[src/rtl/strfmt_pkg.sv]
`default_nettype none
// ============================================================================
//  Module   : strfmt_pkg
//  Purpose  : Shared types, constants and sizing helpers for the streaming
//             integer-to-ASCII formatter (strfmt_itoa_stream).
//  Contents : radix_e, state_e, ASCII constants, digits_for_radix(),
//             max_digits(), bcd_width(), digit2ascii().
//  Revision : 1.0 - initial release
// ============================================================================
package strfmt_pkg;

  typedef enum logic [1:0] {
    RADIX_DEC = 2'd0,
    RADIX_HEX = 2'd1,
    RADIX_OCT = 2'd2,
    RADIX_BIN = 2'd3
  } radix_e;

  typedef enum logic [1:0] {
    ST_IDLE = 2'd0,
    ST_CONV = 2'd1,
    ST_SKIP = 2'd2,
    ST_EMIT = 2'd3
  } state_e;

  localparam logic [7:0] ASCII_ZERO  = 8'h30;
  localparam logic [7:0] ASCII_A_LC  = 8'h61;
  localparam logic [7:0] ASCII_MINUS = 8'h2D;

  // Digits needed to print a full-scale WIDTH-bit unsigned value.
  // Decimal uses ceil(width * log10(2)) with log10(2) ~= 0.30103.
  function automatic int digits_for_radix(input int width, input radix_e r);
    int n;
    case (r)
      RADIX_DEC: n = (width * 30103 + 99999) / 100000;
      RADIX_HEX: n = (width + 3) / 4;
      RADIX_OCT: n = (width + 2) / 3;
      default:   n = width;
    endcase
    return n;
  endfunction

  function automatic int max_digits(input int width);
    int m;
    m = digits_for_radix(width, RADIX_DEC);
    if (digits_for_radix(width, RADIX_HEX) > m) m = digits_for_radix(width, RADIX_HEX);
    if (digits_for_radix(width, RADIX_OCT) > m) m = digits_for_radix(width, RADIX_OCT);
    if (digits_for_radix(width, RADIX_BIN) > m) m = digits_for_radix(width, RADIX_BIN);
    return m;
  endfunction

  // One spare BCD digit of headroom so add-3 can never overflow the register.
  function automatic int bcd_width(input int width);
    return 4 * digits_for_radix(width, RADIX_DEC) + 4;
  endfunction

  function automatic logic [7:0] digit2ascii(input logic [3:0] d);
    logic [7:0] c;
    if (d < 4'd10) c = ASCII_ZERO + {4'b0000, d};
    else           c = ASCII_A_LC + {4'b0000, d} - 8'd10;
    return c;
  endfunction

endpackage
`default_nettype wire

[src/rtl/strfmt_dabble.sv]
`default_nettype none
// ============================================================================
//  Module   : strfmt_dabble
//  Purpose  : Binary-to-BCD double-dabble engine. One add-3 + shift iteration
//             per clock, exactly WIDTH iterations per conversion.
//  Ports    : clk, rst     - clock, synchronous active-high reset
//             start_i      - load value_i and begin a conversion
//             value_i      - WIDTH-bit unsigned operand
//             done_o       - high during the final iteration cycle; bcd_o is
//                            complete from the following cycle onward
//             bcd_o        - packed BCD result, held until the next start
//  Revision : 1.0 - initial release
// ============================================================================
module strfmt_dabble
  import strfmt_pkg::*;
#(
  parameter int WIDTH = 32,
  parameter int BCD_W = bcd_width(WIDTH)
) (
  input  logic             clk,
  input  logic             rst,
  input  logic             start_i,
  input  logic [WIDTH-1:0] value_i,
  output logic             done_o,
  output logic [BCD_W-1:0] bcd_o
);

  localparam int CNT_W = $clog2(WIDTH + 1);

  logic [WIDTH-1:0] bin_q, bin_d;
  logic [BCD_W-1:0] bcd_q, bcd_d, bcd_adj;
  logic [CNT_W-1:0] cnt_q, cnt_d;
  logic             busy_q, busy_d;

  always_comb begin
    bcd_adj = bcd_q;
    for (int k = 0; k < BCD_W / 4; k++) begin
      if (bcd_q[4*k +: 4] >= 4'd5) bcd_adj[4*k +: 4] = bcd_q[4*k +: 4] + 4'd3;
    end

    bcd_d  = bcd_q;
    bin_d  = bin_q;
    cnt_d  = cnt_q;
    busy_d = busy_q;
    if (start_i) begin
      bcd_d  = '0;
      bin_d  = value_i;
      cnt_d  = CNT_W'(WIDTH);
      busy_d = 1'b1;
    end else if (busy_q) begin
      // Adjusted BCD and remaining binary shift together as one register.
      {bcd_d, bin_d} = {bcd_adj, bin_q} << 1;
      cnt_d  = cnt_q - CNT_W'(1);
      busy_d = (cnt_q != CNT_W'(1));
    end
  end

  always_ff @(posedge clk) begin
    if (rst) begin
      bin_q  <= '0;
      bcd_q  <= '0;
      cnt_q  <= '0;
      busy_q <= 1'b0;
    end else begin
      bin_q  <= bin_d;
      bcd_q  <= bcd_d;
      cnt_q  <= cnt_d;
      busy_q <= busy_d;
    end
  end

  assign done_o = busy_q && (cnt_q == CNT_W'(1));
  assign bcd_o  = bcd_q;

endmodule
`default_nettype wire

[src/rtl/strfmt_itoa_stream.sv]
`default_nettype none
// ============================================================================
//  Module   : strfmt_itoa_stream
//  Purpose  : Streaming integer-to-ASCII formatter (itoa/hextoa/octtoa/
//             bintoa). Accepts one word + radix, emits its digit string
//             MSB-first as a byte stream with leading-zero suppression.
//  Ports    : clk, rst            - clock, synchronous active-high reset
//             in_valid/in_ready   - request handshake (ready only in IDLE)
//             in_value, in_radix  - operand and radix (0 dec,1 hex,2 oct,3 bin)
//             in_signed           - two's complement decimal (optional)
//             out_valid/out_ready - byte handshake
//             out_data, out_last  - ASCII character, end-of-string marker
//  Config   : STRFMT_SIGNED_EN - when defined, negative signed decimal
//             values are negated and prefixed with '-'. When undefined,
//             in_signed is ignored and everything is formatted unsigned.
//  Revision : 1.0 - initial release
// ============================================================================
module strfmt_itoa_stream
  import strfmt_pkg::*;
#(
  parameter int WIDTH = 32
) (
  input  logic             clk,
  input  logic             rst,
  input  logic             in_valid,
  output logic             in_ready,
  input  logic [WIDTH-1:0] in_value,
  input  logic [1:0]       in_radix,
  input  logic             in_signed,
  output logic             out_valid,
  input  logic             out_ready,
  output logic [7:0]       out_data,
  output logic             out_last
);

  localparam int NDIG_MAX = max_digits(WIDTH);
  localparam int BCD_W    = bcd_width(WIDTH);
  localparam int IDX_W    = (NDIG_MAX > 1) ? $clog2(NDIG_MAX) : 1;
  localparam int PAD_W    = 4 * NDIG_MAX;

  state_e           state_q;
  radix_e           radix_q;
  logic [WIDTH-1:0] value_q;
  logic             neg_q;
  logic             sign_out_q;   // currently presenting the '-' character
  logic [IDX_W-1:0] idx_q;        // digit index currently presented
  logic             out_valid_q;
  logic [7:0]       out_data_q;
  logic             out_last_q;

  logic             w_accept;
  radix_e           w_radix;
  logic             w_neg;
  logic [WIDTH-1:0] w_mag;
  logic             w_eng_done;
  logic [BCD_W-1:0] w_eng_bcd;
  logic [PAD_W-1:0] w_vpad;
  logic [PAD_W-1:0] w_bpad;
  logic [3:0]       w_dig [NDIG_MAX];
  logic [IDX_W-1:0] w_top;
  logic [IDX_W-1:0] w_idx_prev;

  assign w_accept = (state_q == ST_IDLE) && in_valid;
  assign w_radix  = radix_e'(in_radix);

`ifdef STRFMT_SIGNED_EN
  // Negation is done in WIDTH-bit unsigned arithmetic, so the most negative
  // value maps onto its own (correct) unsigned magnitude.
  assign w_neg = in_signed && (w_radix == RADIX_DEC) && in_value[WIDTH-1];
  assign w_mag = w_neg ? (~in_value + WIDTH'(1)) : in_value;
`else
  logic unused_in_signed;
  assign unused_in_signed = in_signed;
  assign w_neg = 1'b0;
  assign w_mag = in_value;
`endif

  strfmt_dabble #(
    .WIDTH (WIDTH),
    .BCD_W (BCD_W)
  ) u_dabble (
    .clk     (clk),
    .rst     (rst),
    .start_i (w_accept && (w_radix == RADIX_DEC)),
    .value_i (w_mag),
    .done_o  (w_eng_done),
    .bcd_o   (w_eng_bcd)
  );

  // Digit select for every position plus the leading-digit encoder. Digits
  // above the natural width of a radix read zeros from the padding.
  always_comb begin
    w_vpad = '0;
    w_vpad[WIDTH-1:0] = value_q;
    w_bpad = '0;
    w_bpad[BCD_W-1:0] = w_eng_bcd;
    for (int i = 0; i < NDIG_MAX; i++) begin
      case (radix_q)
        RADIX_HEX: w_dig[i] = w_vpad[4*i +: 4];
        RADIX_OCT: w_dig[i] = {1'b0, w_vpad[3*i +: 3]};
        RADIX_BIN: w_dig[i] = {3'b000, w_vpad[i]};
        default:   w_dig[i] = w_bpad[4*i +: 4];
      endcase
    end
    // Highest nonzero digit wins; all-zero leaves index 0 so a lone '0' prints.
    w_top = '0;
    for (int i = 0; i < NDIG_MAX; i++) begin
      if (w_dig[i] != 4'd0) w_top = IDX_W'(i);
    end
  end

  assign w_idx_prev = idx_q - IDX_W'(1);

  always_ff @(posedge clk) begin
    if (rst) begin
      state_q     <= ST_IDLE;
      radix_q     <= RADIX_DEC;
      value_q     <= '0;
      neg_q       <= 1'b0;
      sign_out_q  <= 1'b0;
      idx_q       <= '0;
      out_valid_q <= 1'b0;
      out_data_q  <= 8'h00;
      out_last_q  <= 1'b0;
    end else begin
      case (state_q)
        ST_IDLE: begin
          if (w_accept) begin
            value_q <= w_mag;
            radix_q <= w_radix;
            neg_q   <= w_neg;
            state_q <= (w_radix == RADIX_DEC) ? ST_CONV : ST_SKIP;
          end
        end
        ST_CONV: begin
          if (w_eng_done) state_q <= ST_SKIP;
        end
        ST_SKIP: begin
          state_q     <= ST_EMIT;
          out_valid_q <= 1'b1;
          idx_q       <= w_top;
          if (neg_q) begin
            sign_out_q <= 1'b1;
            out_data_q <= ASCII_MINUS;
            out_last_q <= 1'b0;
          end else begin
            sign_out_q <= 1'b0;
            out_data_q <= digit2ascii(w_dig[w_top]);
            out_last_q <= (w_top == '0);
          end
        end
        default: begin // ST_EMIT
          if (out_ready) begin
            if (out_last_q) begin
              out_valid_q <= 1'b0;
              out_last_q  <= 1'b0;
              state_q     <= ST_IDLE;
            end else if (sign_out_q) begin
              sign_out_q <= 1'b0;
              out_data_q <= digit2ascii(w_dig[idx_q]);
              out_last_q <= (idx_q == '0);
            end else begin
              idx_q      <= w_idx_prev;
              out_data_q <= digit2ascii(w_dig[w_idx_prev]);
              out_last_q <= (w_idx_prev == '0);
            end
          end
        end
      endcase
    end
  end

  assign in_ready  = (state_q == ST_IDLE);
  assign out_valid = out_valid_q;
  assign out_data  = out_data_q;
  assign out_last  = out_last_q;

endmodule
`default_nettype wire

[config.mk]
export PLATFORM = sky130hd
export DESIGN_NAME = strfmt_itoa_stream
export DESIGN_NICKNAME = d
export VERILOG_FILES = /design/src/rtl/strfmt_pkg.sv /design/src/rtl/strfmt_dabble.sv /design/src/rtl/strfmt_itoa_stream.sv
export SDC_FILE = /design/constraint.sdc
export NUM_CORES = 1
export LEC_CHECK = 0
export ABC_AREA = 1
export CAP_MARGIN = 20
export CELL_PAD_IN_SITES_DETAIL_PLACEMENT = 2
export CELL_PAD_IN_SITES_GLOBAL_PLACEMENT = 2
export CORE_MARGIN = 2
export CORE_UTILIZATION = 33
export CTS_CLUSTER_DIAMETER = 120
export DETAILED_ROUTE_END_ITERATION = 10
export HOLD_SLACK_MARGIN = 0.1
export PLACE_DENSITY_LB_ADDON = 0.1
export SYNTH_ARGS = -nofsm -noshare
export SYNTH_HDL_FRONTEND = slang
export SYNTH_HIERARCHICAL = 1
export SYNTH_SLANG_ARGS = --single-unit
[constraint.sdc]
create_clock -name clk -period 4.68 [get_ports clk]
set_input_delay 1.17 -clock clk [delete_from_list [all_inputs] [get_ports clk]]
set_output_delay 1.17 -clock clk [all_outputs]
set_load 0.05 [all_outputs]
== Yosys cells after proc, flatten, opt, wreduce, memory -nomap -nowiden ==
Cells that the tools add are included.
Cells by class
  bitwise gates (word level): 4
  reduce and logical (&&, ||, !) cells: 52
  add/subtract/negate cells: 22
  multiplexer cells: 116
  equal/unequal tests: 11
  magnitude comparators: 17
Operators with widths (number)
  2-to-1 mux 5 bit: 33
  case mux 4 bit (3 select lines): 11
  nonzero test 4 bit: 33
  2-to-1 mux 32 bit: 2
  2-to-1 mux 4 bit: 16
  binary-select mux 4 bit (select 5 bit): 3
  2-to-1 mux 8 bit: 6
  greater-or-equal comparator 4 x 3 -> 1 bit, second input constant: 11
  adder 4 x 2 -> 4 bit, second input constant: 10
  2-to-1 mux 1 bit: 31
  adder 7 x 4 -> 8 bit, first input constant: 3
  subtractor 8 x 4 -> 8 bit, second input constant: 3
  adder 6 x 4 -> 7 bit, first input constant: 3
  greater-or-equal comparator 6 bit, second input constant: 3
  NOT 5 -> 6 bit: 3
  case mux 8 bit (2 select lines): 1
  logical NOT 5 bit: 3
  < comparator 4 bit, second input constant: 3
  2-to-1 mux 6 bit: 2
  2-to-1 mux 2 bit: 5
  case mux 5 bit (2 select lines): 1
  inequality test 2 x 1 -> 1 bit, second input constant: 4
  AND reduction 4 bit: 2
  == test 2 bit, second input constant: 3
  other kinds (16): 27
Word-level totals
  output and inout bits: 11
  flip-flop bits (word level): 135
  logic and storage cells: 235

== Depth between registers and ports, before layout ==
  depth in word-level cells: 42
  mapped depth: 52
  mapped depth without buffers: 50

== Hierarchy ==
The synthesis kept the hierarchy.
Modules (own cells, without submodules)
  strfmt_itoa_stream: times used 1, seq. area each 1001.0 um^2, cells each 808, area each 4654.5 um^2
  strfmt_dabble: times used 1, seq. area each 1661.6 um^2, cells each 635, area each 4408.0 um^2

== Least setup slack after synthesis ==
OpenSTA, ideal clock, no wires.
  path kind: register -> register
  start point: reg radix_q[1]
  end point: reg out_data_q[1] (netlist: out_data[1])
  stages on the path, launching flop included: 48
  data arrival time: 3.682 ns
  library setup time: 0.067 ns
  period minus slack after synthesis: 3.748 ns
  slack: 0.932 ns
  cell sequence: dfxtp_1 buf_6 inv_2 nand2_2 buf_6 or2_0 nand2_2 nand3_1 nand2_1 nand2_1 nand2_1 nand2_1 nand2_1 nand2_1 nand2_1 nand2_1 nand2_1 nand2_1 [... 12 more ...] nand2_1 nand2_1 nand2_1 nand2_1 nand2_1 nand2_1 nand2_2 nand2_4 buf_2 o21ai_0 o21ai_0 a21oi_1 nand2_1 nand2_1 inv_1 ha_1 or2_1 a21oi_2
Between the ends
  cells in the longest elaborated chain, start to end: 42
Ends and longest elaborated chain
  start, declared: line strfmt_itoa_stream.sv:42  | radix_e radix_q;
  start signal, assigned: line strfmt_itoa_stream.sv:130  | radix_q <= w_radix;
  == test 2 bit / == test 2 x 1 -> 1 bit (equally long branches): line strfmt_itoa_stream.sv:98  | case (radix_q)
  case mux 4 bit (3 select lines): line strfmt_itoa_stream.sv:98
  nonzero test 4 bit: line strfmt_itoa_stream.sv:108  | if (w_dig[i] != 4'd0) w_top = IDX_W'(i);
  2-to-1 mux 1 bit: line strfmt_itoa_stream.sv:108
  2-to-1 mux 5 bit (30 in a row): line strfmt_itoa_stream.sv:108
  NOT 5 -> 6 bit (not written as such): line strfmt_itoa_stream.sv:148  | out_data_q <= digit2ascii(w_dig[w_top]);
  binary-select mux 4 bit (select 5 bit): line strfmt_itoa_stream.sv:148
  2-to-1 mux 4 bit (not written as such) (2 in a row): line strfmt_itoa_stream.sv:148
  adder 7 x 4 -> 8 bit: line strfmt_pkg.sv:60  | else c = ASCII_A_LC + {4'b0000, d} - 8'd10;
  subtractor 8 x 4 -> 8 bit: line strfmt_pkg.sv:60
  2-to-1 mux 8 bit: line strfmt_pkg.sv:59  | if (d < 4'd10) c = ASCII_ZERO + {4'b0000, d};
  case mux 8 bit (2 select lines) (*): line strfmt_itoa_stream.sv:126  | case (state_q)
  end signal, assigned: line strfmt_itoa_stream.sv:148
  end signal, assigned: line strfmt_itoa_stream.sv:160  | out_data_q <= digit2ascii(w_dig[idx_q]);
  end signal, assigned: line strfmt_itoa_stream.sv:164  | out_data_q <= digit2ascii(w_dig[w_idx_prev]);
  end, declared: line strfmt_itoa_stream.sv:48  | logic [7:0] out_data_q;
Mark *: on every way between the ends. The rest lies on a longest branch, timed or not. The select of a mux whose other input is x is not followed.
A chain may end at the register's enable or synchronous reset.

== Final worst setup path ==
Same ends and word-level chain as after synthesis.

==> results.txt <==
Vias/cell = 5.554
Startpoint Class = flip-flop
Crit-path most repeated cell = nand2_1
Synth cell types = 50
Most frequent cells in the layout = nand2_1, inv_1, nor2_1
Gate Count Post-Synth = 1443
RSZ-0062 raised after global routing = yes
Port bufs = 47
Lkg Pwr = 0.004837 uW
Max-slew headroom = 40.37%
Via count of the routed design = 10500
Hold WC Path Type = flip-flop to flip-flop
# fillers = 3231
First-pass GRT wire length = 60430 um
Latest clock arrival within the worst-skew pair = 440 ps
Setup Skew = 15.92 ps
Maxcap violations = 0
Period Utilization, post-route = 99.91%
Crit Path Category = flip-flop to flip-flop
Critical Path Max Stage Delay = 440 ps
Area Growth Syn to Fin = 24.09%
Clock Sinks = 133
Syn nets = 1514
Placement Cell Area = 10120 um2
Yosys top cell area share = 29.38%
Crit path max-delay family = simple AND/OR/NAND/NOR gates
Achievable frequency = 213.9 MHz
Asr flop ratio synth = 0%
Final setup fails = 0
Placed cells = 1831
Seq cells post-synth = 133
Boundary pin count = 50
Final WL = 40710 um
Status = finished, final reports clean
Yosys warns = 6
Final instance area = 11250 um2
Critical Path End Type = flip-flop
Worst hold stages = 2
GP Congestion = 0.8919
Syn avg cell area = 6.280 um2
Row count = 60
Largest net degree at the start of global routing = 60
Final-report hold violation count = 0
Die area = 28800 um2
EDFF count, synth = 0
Avg WL per Cell = 21.54 um
Core area = 26950 um2
Initial antenna violation count = 1
GR Util All Layers = 26.88%
Crit path max fanout = 12
Final #Nets = 1607
DP HPWL = 28230 um
Post-synth top area cell = dfxtp_1
Starting Density = 33.63%
Sequential area share after synthesis = 29.38%
Layout cells sized above 1 = 13.62%
Buf/Inv on CP = 4
Cts bufs inserted = 17
Cells on worst reg2reg path = 46
Chip width = 169.7 um
Netlist area before placement = 9062 um2
Data required, critical path = 5050 ps
Pre-Repair DR Iteration Count = 5
Vias in the first global route = 11060
Area contributors post-synth = dfxtp_1, nand2_1, inv_1, nand3_1, nor2_1
WP depth = 46
Iteration-0 DRC count of the detailed router = 616
Hold buffer count at CTS = 0
Slowest CP cell = dfxtp_4
R2R setup slack = 4 ps
Worst Max-Slew Pin Slew = 894.4 ps
Maximum buffer depth of the clock tree = 2
Most common library cell in the layout ignoring fill and taps = nand2_1
Top_reg_cell synth = dfxtp_1
Critical path arrival = 5050 ps
Pwr dens = 718.0 nW/um2
H-tree depth = 4
Die Ht = 169.7 um
Grt total ovfl = 0
Finished Layout Cells = 1890
Root Driver = clkbuf_16
Antenna Nets Post-Route = 0
Final min period = 4676 ps
DRC = 0
VDD IR max = 0.2393 mV
CTS tree = done
# diodes = 0
Clock slew seen by the registers of the worst setup and hold paths = 70 ps
Final Max Slew Viols = 0
## synthesized netlist by cell type, types with 5 or more instances
cell type and count:
clkinv_1 5, o22ai_1 9, o211ai_1 10, nand3_1 132
nand2_1 305, nor2_1 164, nand2_2 6, buf_4 10
a221oi_1 7, o21ai_0 103, o221ai_1 39, buf_6 10
dfxtp_1 133, nor3_1 36, clkbuf_1 28, a21oi_1 119
inv_1 198, nand4_1 7, buf_2 22, inv_2 8
ha_1 32
## layout make-up
type / count / area (um2) / share of cell area, %
multi-input combinational: 1031 / 5488 / 48.80
sequential: 133 / 2671 / 23.75
timing repair buffer: 142 / 1279 / 11.37
inverter: 211 / 812.0 / 7.221
clock buffer: 18 / 429.2 / 3.816
tap: 341 / 426.7 / 3.794
clock inverter: 14 / 140.1 / 1.246
## per-layer routing
metal	GRT usage (%)	vias to the layer above	share of wire (%)	wire (um)
met4	8.473	0	3.3	1358
met5	0	-	0	0
met2	47.84	240	49	20020
li1	-	4949	-	-
met3	4.128	77	4.2	1699
met1	33.25	5232	43	17640
## cell families after synthesis
| logic type | count (synthesis) | synth area share [%] |
|---|---|---|
| xor gates and xnor gates | 3 | 0.2900 |
| other | 1 | 0.04138 |
| adders and majority gates | 32 | 4.418 |
| buffers and inverters | 282 | 13.23 |
| AOI/OAI and AO/OA | 315 | 20.49 |
| DFF | 133 | 29.38 |
| and+or+nand+nor | 677 | 32.16 |
## final timing paths
kind                                          startpoint                       end
worst min-delay path            out_data[4]$_SDFFE_PP0P_  out_data[4]$_SDFFE_PP0P_
worst max register to register   radix_q[1]$_SDFFE_PP0P_  out_data[1]$_SDFFE_PP0P_
worst max-delay path             radix_q[1]$_SDFFE_PP0P_  out_data[1]$_SDFFE_PP0P_
worst min register to register  out_data[4]$_SDFFE_PP0P_  out_data[4]$_SDFFE_PP0P_
## flip-flops by register name, summed over array words and instances, names as in the netlist, 2 cells and up
name	flops
u_dabble/bcd_o	44
u_dabble/bin_q	32
value_q	32
out_data	7
u_dabble/cnt_q	6
idx_q	5
radix_q	2
state_q	2
## through the flow
| step | utilization, % | setup slack (ps) | power, uW | hold WS (ps) | TNS, ps |
|---|---|---|---|---|---|
| 6_report | 41.73 | 4.135 | 8075 | 465.9 | 0 |
| 5_1_grt | 41.73 | -361.7 | 8602 | 488.6 | -1872 |
| 4_1_cts | 39.94 | 7.677 | 7234 | 477.1 | 0 |
| 3_5_place_dp | 37.54 | -217.8 | 5709 | 465.6 | -923.0 |
| 3_3_place_gp | 37.54 | 79.81 | 5547 | 446.5 | 0 |
| 2_1_floorplan | - | 931.6 | 4162 | 424.5 | 0 |
## where the power goes
group | leakage [uW] | total (uW) | switching, uW | internal (uW)
clock network | 0.000269 | 1380 | 633 | 749
registers | 0.00109 | 1530 | 183 | 1340
logic | 0.00348 | 5170 | 3300 | 1870
## tightest hold or removal path, stage by stage (launching register included)
cell and delay, ps:
dfxtp_1 310, nand2_1 60, a21oi_1 50
## repair_timing
action,CTS,global route
resized for setup,15,84
gates cloned,0,4
endpoints found under the setup margin,6,7
pin swaps,2,35
setup buffers,4,19
(Power assumes the default switching activity.)
